$ cat config.mk
export PLATFORM = sky130hd
export DESIGN_NAME = silver_sched
export DESIGN_NICKNAME = d
export VERILOG_FILES = /design/src/rtl/silver_pkg.sv /design/src/rtl/silver_pick.sv /design/src/rtl/silver_sched.sv
export SDC_FILE = /design/constraint.sdc
export NUM_CORES = 1
export LEC_CHECK = 0
export CORE_MARGIN = 1
export CORE_UTILIZATION = 25
export CTS_CLUSTER_DIAMETER = 120
export DETAILED_ROUTE_END_ITERATION = 8
export GPL_ROUTABILITY_DRIVEN = 0
export GPL_TIMING_DRIVEN = 0
export PLACE_DENSITY = 0.64
export SYNTH_ARGS = -nofsm -noshare
export SYNTH_HDL_FRONTEND = slang
export SYNTH_HIERARCHICAL = 1
export SYNTH_SLANG_ARGS = --single-unit
$ cat constraint.sdc
create_clock -name clk -period 7.5 [get_ports clk]
set_clock_uncertainty 0.05 [all_clocks]
set_input_delay 1.5 -clock clk [delete_from_list [all_inputs] [get_ports clk]]
set_output_delay 1.5 -clock clk [all_outputs]
set_load 0.01 [all_outputs]
$ cat src/rtl/silver_pkg.sv
// silver_pkg: shared constants for the silver-flit scheduler.
package silver_pkg;
  localparam int FLIT_W = 11;
  localparam int EMPTY_BIT = 10;
  localparam int SILVER_BIT = 9;
  localparam logic [1:0] PORT_N = 2'd0;
  localparam logic [1:0] PORT_S = 2'd1;
  localparam logic [1:0] PORT_E = 2'd2;
  localparam logic [1:0] PORT_W = 2'd3;
  localparam logic [FLIT_W-1:0] EMPTY_FLIT = 11'h400;
  localparam logic [3:0] LFSR_SEED = 4'b1001;
endpackage

$ cat src/rtl/silver_pick.sv
// silver_pick: 4-way rotating priority encoder; first set bit of occupied at or after start.
module silver_pick (
  input  logic [3:0] occupied,
  input  logic [1:0] start,
  output logic [3:0] grant_oh,
  output logic [1:0] grant_idx,
  output logic       any
);
  logic [3:0] rot;
  logic [1:0] off;
  always_comb begin
    rot = 4'({occupied, occupied} >> start);
    off = '0;
    for (int i = 3; i >= 0; i--) if (rot[i]) off = 2'(i);
    any = |occupied;
    grant_idx = start + off;
    grant_oh = any ? 4'(4'd1 << grant_idx) : '0;
  end
endmodule

$ cat src/rtl/silver_sched.sv
// silver_sched: registered silver-flit scheduler with valid/ready output stage.
// SILVER_LFSR_EN selects the priority start from a 4-bit LFSR instead of the round-robin pointer.
module silver_sched
  import silver_pkg::*;
(
  input  logic              clk,
  input  logic              rst_n,
  input  logic              silver_en,
  input  logic              in_valid,
  output logic              in_ready,
  input  logic [FLIT_W-1:0] n_in,
  input  logic [FLIT_W-1:0] s_in,
  input  logic [FLIT_W-1:0] e_in,
  input  logic [FLIT_W-1:0] w_in,
  output logic              out_valid,
  input  logic              out_ready,
  output logic [FLIT_W-1:0] n_out,
  output logic [FLIT_W-1:0] s_out,
  output logic [FLIT_W-1:0] e_out,
  output logic [FLIT_W-1:0] w_out,
  output logic [3:0]        silver_grant
);
  logic [3:0][FLIT_W-1:0] in_f, new_f, flit_d, flit_q;
  logic [3:0] occ, pick_oh, grant, grant_d, grant_q;
  logic [1:0] pick_idx, start;
  logic pick_any, xfer, out_valid_d, out_valid_q;
`ifdef SILVER_LFSR_EN
  logic [3:0] lfsr_d, lfsr_q;
  assign start = lfsr_q[1:0];
`else
  logic [1:0] ptr_d, ptr_q;
  assign start = ptr_q;
`endif
  assign in_f[PORT_N] = n_in;
  assign in_f[PORT_S] = s_in;
  assign in_f[PORT_E] = e_in;
  assign in_f[PORT_W] = w_in;
  silver_pick u_pick (
    .occupied (occ),
    .start    (start),
    .grant_oh (pick_oh),
    .grant_idx(pick_idx),
    .any      (pick_any)
  );
  assign in_ready = !out_valid_q || out_ready;
  always_comb begin
    for (int i = 0; i < 4; i++) occ[i] = !in_f[i][EMPTY_BIT];
    grant = (silver_en && pick_any) ? pick_oh : '0;
    new_f = in_f;
    for (int i = 0; i < 4; i++) new_f[i][SILVER_BIT] = grant[i];
    xfer = in_valid && in_ready;
    flit_d = xfer ? new_f : flit_q;
    grant_d = xfer ? grant : grant_q;
    out_valid_d = xfer || (out_valid_q && !out_ready);
`ifdef SILVER_LFSR_EN
    lfsr_d = xfer ? {lfsr_q[2:0], lfsr_q[3] ^ lfsr_q[2]} : lfsr_q;
`else
    ptr_d = (xfer && |grant) ? pick_idx + 2'd1 : ptr_q;
`endif
  end
  always_ff @(posedge clk or negedge rst_n) begin
    if (!rst_n) begin
      out_valid_q <= 1'b0;
      flit_q <= {4{EMPTY_FLIT}};
      grant_q <= '0;
`ifdef SILVER_LFSR_EN
      lfsr_q <= LFSR_SEED;
`else
      ptr_q <= '0;
`endif
    end else begin
      out_valid_q <= out_valid_d;
      flit_q <= flit_d;
      grant_q <= grant_d;
`ifdef SILVER_LFSR_EN
      lfsr_q <= lfsr_d;
`else
      ptr_q <= ptr_d;
`endif
    end
  end
  assign out_valid = out_valid_q;
  assign n_out = flit_q[PORT_N];
  assign s_out = flit_q[PORT_S];
  assign e_out = flit_q[PORT_E];
  assign w_out = flit_q[PORT_W];
  assign silver_grant = grant_q;
endmodule
# ---- After elaboration in Yosys (flattened, before gate mapping)
# Cells that the tools add are included.
dict set report op_classes {
  n_reduce_logical 14
  shifts 2
  n_addsub 2
  mux 6
}
# operator count
set ops {}
lappend ops {{two-way mux 2 bit} 4}
lappend ops {{two-way mux 4 bit} 2}
lappend ops {{OR reduction 4 bit} 2}
lappend ops {{>> shifter 8 x 2 -> 4 bit} 1}
lappend ops {{zero test 1 bit} 6}
lappend ops {{logical AND 1 bit} 4}
lappend ops {{<< shifter 1 x 2 -> 4 bit, first input constant} 1}
lappend ops {{adder 2 x 1 -> 2 bit, second input constant} 1}
lappend ops {{adder 2 bit} 1}
lappend ops {{logical OR 1 bit} 2}
dict set report word_totals {
  elab_cells 31
  reg_bits 51
  input_bits 49
  output_inout_bits 50
}

# ---- Depth between registers and ports, before layout
dict set report logic_depth {
  word_depth 12
  ltp_mapped 13
  depth_no_buf 12
}

# ---- Cells and area by module
# Netlist, hierarchy kept.
# module seq_area_each_um2 area_per_inst_um2 n_inst cells_per_inst
set modules_own_cells {}
lappend modules_own_cells {silver_sched 1181.1 1866.8 1 117}
lappend modules_own_cells {silver_pick 0.0 290.3 1 37}

# ---- Worst setup path before layout
# OpenSTA, ideal clock, no wires.
dict set report synth_timing {
  path_type {input-to-reg}
  from {input e_in[10]}
  to {register ptr_q[1]}
  required_time_ns 7.325
  t_arrival_ns 3.692
  path_stages 12
  setup_slack_ns 3.633
  setup_ns 0.125
  n_path_buf 0
  cell_sequence {inv_1 > nand2_1 > a21oi_1 > o2bb2ai_1 > o21a_1 > ha_1 > nor2b_1 > nand2_1 > mux2i_1 > or4_4 > nand4_2 > mux2_4}
}
dict set report synth_between {
  elab_chain_len 12
  word_cells_on_any_way 15
  cone_classes {add/sub (2); shift (2); mux (6); reduce/logical (5)}
}
# item line
set synth_rtl {}
lappend synth_rtl {{start: declaration} silver_sched.sv:13} ;# input logic [FLIT_W-1:0] e_in,
lappend synth_rtl {{zero test 1 bit *} silver_sched.sv:47} ;# for (int i = 0; i < 4; i++) occ[i] = !in_f[i][EMPTY_BIT];
lappend synth_rtl {{>> shifter 8 x 2 -> 4 bit *} silver_pick.sv:12} ;# rot = 4'({occupied, occupied} >> start);
lappend synth_rtl {{two-way mux 2 bit (3 in a row)} silver_pick.sv:14} ;# for (int i = 3; i >= 0; i--) if (rot[i]) off = 2'(i);
lappend synth_rtl {{two-way mux 2 bit *} silver_pick.sv:14}
lappend synth_rtl {{adder 2 bit *} silver_pick.sv:16} ;# grant_idx = start + off;
lappend synth_rtl {{via pick_idx[0]} silver_sched.sv:25} ;# logic [1:0] pick_idx, start;
lappend synth_rtl {{<< shifter 1 x 2 -> 4 bit *} silver_pick.sv:17} ;# grant_oh = any ? 4'(4'd1 << grant_idx) : '0;
lappend synth_rtl {{two-way mux 4 bit *} silver_pick.sv:17}
lappend synth_rtl {{via pick_oh[1]} silver_sched.sv:24} ;# logic [3:0] occ, pick_oh, grant, grant_d, grant_q;
lappend synth_rtl {{two-way mux 4 bit *} silver_sched.sv:48} ;# grant = (silver_en && pick_any) ? pick_oh : '0;
lappend synth_rtl {{OR reduction 4 bit *} silver_sched.sv:58} ;# ptr_d = (xfer && |grant) ? pick_idx + 2'd1 : ptr_q;
lappend synth_rtl {{logical AND 1 bit *} silver_sched.sv:58}
lappend synth_rtl {{end signal: assignment} silver_sched.sv:78} ;# ptr_q <= ptr_d;
lappend synth_rtl {{end: declaration} silver_sched.sv:31} ;# logic [1:0] ptr_d, ptr_q;
# Mark *: on every way through the listed nets, which the timed path passes. The rest lies on a longest branch.
# A chain may end at the register's enable or synchronous reset.

# ---- Worst setup path in the final report
dict set report layout_timing {
  from {input out_ready}
  to {output in_ready}
}
dict set report layout_between {
  elab_chain_len 1
}
# item line
set layout_rtl {}
lappend layout_rtl {{start: declaration} silver_sched.sv:16} ;# input logic out_ready,
lappend layout_rtl {{logical OR 1 bit} silver_sched.sv:45} ;# assign in_ready = !out_valid_q || out_ready;
lappend layout_rtl {{end: declaration} silver_sched.sv:10} ;# output logic in_ready,
# Every way passes these cells.

==> results.toml <==
[timing]
rsz0062_at_grt = "false"
finalHoldViolations = 0
setup_viol = 0
clock.fmax_ghz = 0.2384
hold_slack_ns = 0.4481
final.period_utilization_pct = 55.93
worst_pin_slew_ns = 0.4769
period_needed_ns = 4.195
final_max_slew_viol_count = 0
max_slew_margin_pct = 67.92
setup_tns_ns = 0

[clock_tree]
clockBufferDepth = 2
clk_pin_slew_ns = 0.09
hold_buffers = 0
cts_resized = 0
htreeDepth = 2
root_buffer = "clkbuf_8"
cts_setup_buffers = 0
clock_sinks = 47
numCtsBuffers = 5
tritoncts = "done"
insertion_delay_ns = 0.30

[logic_synthesis]
syn_area_um2 = 2157
ys_types = 33
synth_edf_count = 0
ys_warn_count = 6
syn_inst = 154
ys_ff_latch = 47
syn_area_per_cell_um2 = 14.01
synth_ff_type = "dfrtp_1"
yosysSeqAreaShare_pct = 54.76
synth_async_sr_flop_share_pct = 100.0
synth_fp_nets = 204

[worst_setup_path]
critPathSlowestCell = "clkdlybuf4s50_1"
crit_arrival_ns = 2.65
crit_chain = "clkdlybuf4s50_1 > nand2b_2 > clkdlybuf4s50_1"
worstSetupPathType = "in -> out"
cp.required_ns = 5.95
rrSetupSlack_ns = 4.63
cp-start-kind = "input port"
critical-path-top-delay-family = "buffers and inverters"
cp_common_cell = "clkdlybuf4s50_1"
crit_buf_inv = 2
worstSetupEndpointType = "output port"
critPathMaxFanout = 4
max_stage_delay_ns = 0.54

[drt]
wl_per_cell_um = 13.10
viasPerCell = 4.304
route.vias.total = 1558
ant_nets = 0
drt_iter0_drc = 41
drt_wl_total_um = 4742
drcViolationCount = 0
firstDrtPassIters = 3

[power_and_ir_drop]
pwr-share-clk_pct = 18.0
seqPwrFrac_pct = 37.7
switching_share_pct = 32.04
p_switching_mw = 0.2819
p_comb_share_pct = 44.3
p_leak_nw = 1.389
power_density_nw_per_um2 = 264.0
max-vdd-ir-drop_mv = 0.1013
internal_power_mw = 0.5980

[global_route]
grt_overflow = 0
grt_pass1_wl_um = 7734
grt_start_max_net_pins = 38
grt_pass1_vias = 1606
grt_usage_pct = 11.23
antenna_found_initial = 0

[hold_path]
hold_path_class = "reg -> reg"

[layout]
utilization_pct = 40.16
final_nets = 306
diodes = 0
final_area_um2 = 3333
drive_above_1_share_pct = 12.84
final_common_cell = "clkdlybuf4s50_1"
n_fill_cell = 805
final_cell_mix = "clkdlybuf4s50_1 (93), mux2_1 (44), dfrtp_1 (43), buf_4 (9), nand2_1 (7)"
areaGrowthSynthToFinish_pct = 54.52

[place]
placed_area_um2 = 3244
dpl.hpwl_um = 3559
numPortBuffers = 94

[flow_run]
cap_violations = 0

[floorplanning]
row_count = 33
die_h_um = 94.89
die_area_um2 = 9004
num_io_pins = 99
die_width_um = 94.89
core_area_um2 = 8299
initial_core_util_pct = 25.99

[status]
status = "completed"
-- worst paths after layout --
kind	end	start	cells after the start
max in group asynchronous	s_out[10]	rst_n	2
worst max register to register	ptr_q[1]	ptr_q[1]	12
worst min-delay path	n_out[2]	n_out[2]	1
min in group asynchronous	ptr_q[0]	rst_n	1
worst max-delay path	in_ready	out_ready	3
worst min register to register	n_out[2]	n_out[2]	1
-- synthesized netlist by cell type (all sizes together), types with 3 or more instances --
cell,number,area [µm²]
dfrtp,43,1076
and3,4,26.28
mux2,46,525.5
dfstp,4,105.1
buf,10,78.82
mux2i,5,50.05
nand2,8,32.54
nor2,3,11.26
inv,6,22.52
nand2b,3,23.78
-- layer usage --
layer / vias to the layer above / track usage [%] / part of all wire, %
met2: 46 / 17.57 / 49
met4: 0 / 4.672 / 2.3
met3: 9 / 4.509 / 7.2
met1: 771 / 13.65 / 42
met5: - / 0 / 0
li1: 732 / - / -
-- worst register-to-register path, delay by kind of cell, from the launching register on --
family / cells / cell delay [ns]
AND/OR/NAND/NOR: 6 / 1.24
adder cells (fa/ha/maj): 1 / 0.26
flip-flops: 1 / 0.39
buffers and inverters: 1 / 0.17
AO/OA/AOI/OAI: 2 / 0.24
multiplexers: 2 / 0.39
-- stage by stage --
step	std cells	power [mW]	worst slack [ns]
after floorplan	154	0.5658	3.633
after global placement	353	0.7207	3.058
after detailed placement	354	0.7305	3.028
after CTS	362	0.8948	3.298
after global routing	362	0.9433	3.189
final	362	0.8799	3.305
-- sequential cells by signal (all words and copies together) (netlist names) --
signal,cells
e_out,11
n_out,11
out_valid,1
ptr_q,2
s_out,11
w_out,11
-- final cells by class --
| cell class | count | area, µm² | share of cell area, % |
|---|---|---|---|
| sequential | 47 | 1181 | 35.44 |
| timing repair buffer | 95 | 955.9 | 28.68 |
| multi-input combinational | 91 | 874.6 | 26.24 |
| tap | 105 | 131.4 | 3.941 |
| buffer | 10 | 78.83 | 2.365 |
| clock buffer | 6 | 72.57 | 2.177 |
| inverter | 6 | 22.52 | 0.6757 |
| clock inverter | 2 | 16.27 | 0.4880 |
-- cells by family after synthesis --
kind of cell	synth area share, %
AO/OA/AOI/OAI	4.177
XOR/XNOR	1.624
adder cells (fa/ha/maj)	0.5800
buffers and inverters	4.698
flip-flops	54.76
multiplexers	26.68
AND/OR/NAND/NOR	7.484
-- power by group through the flow --
stage / Sequential [mW] / Clock, mW / Combinational [mW]
3_5_place_dp: 0.338 / 0 / 0.393
6_report: 0.332 / 0.158 / 0.390
5_1_grt: 0.340 / 0.177 / 0.426
3_3_place_gp: 0.336 / 0 / 0.385
4_1_cts: 0.333 / 0.168 / 0.394
2_1_floorplan: 0.353 / 0 / 0.213
Note: power is estimated with default switching activity, not from simulation.
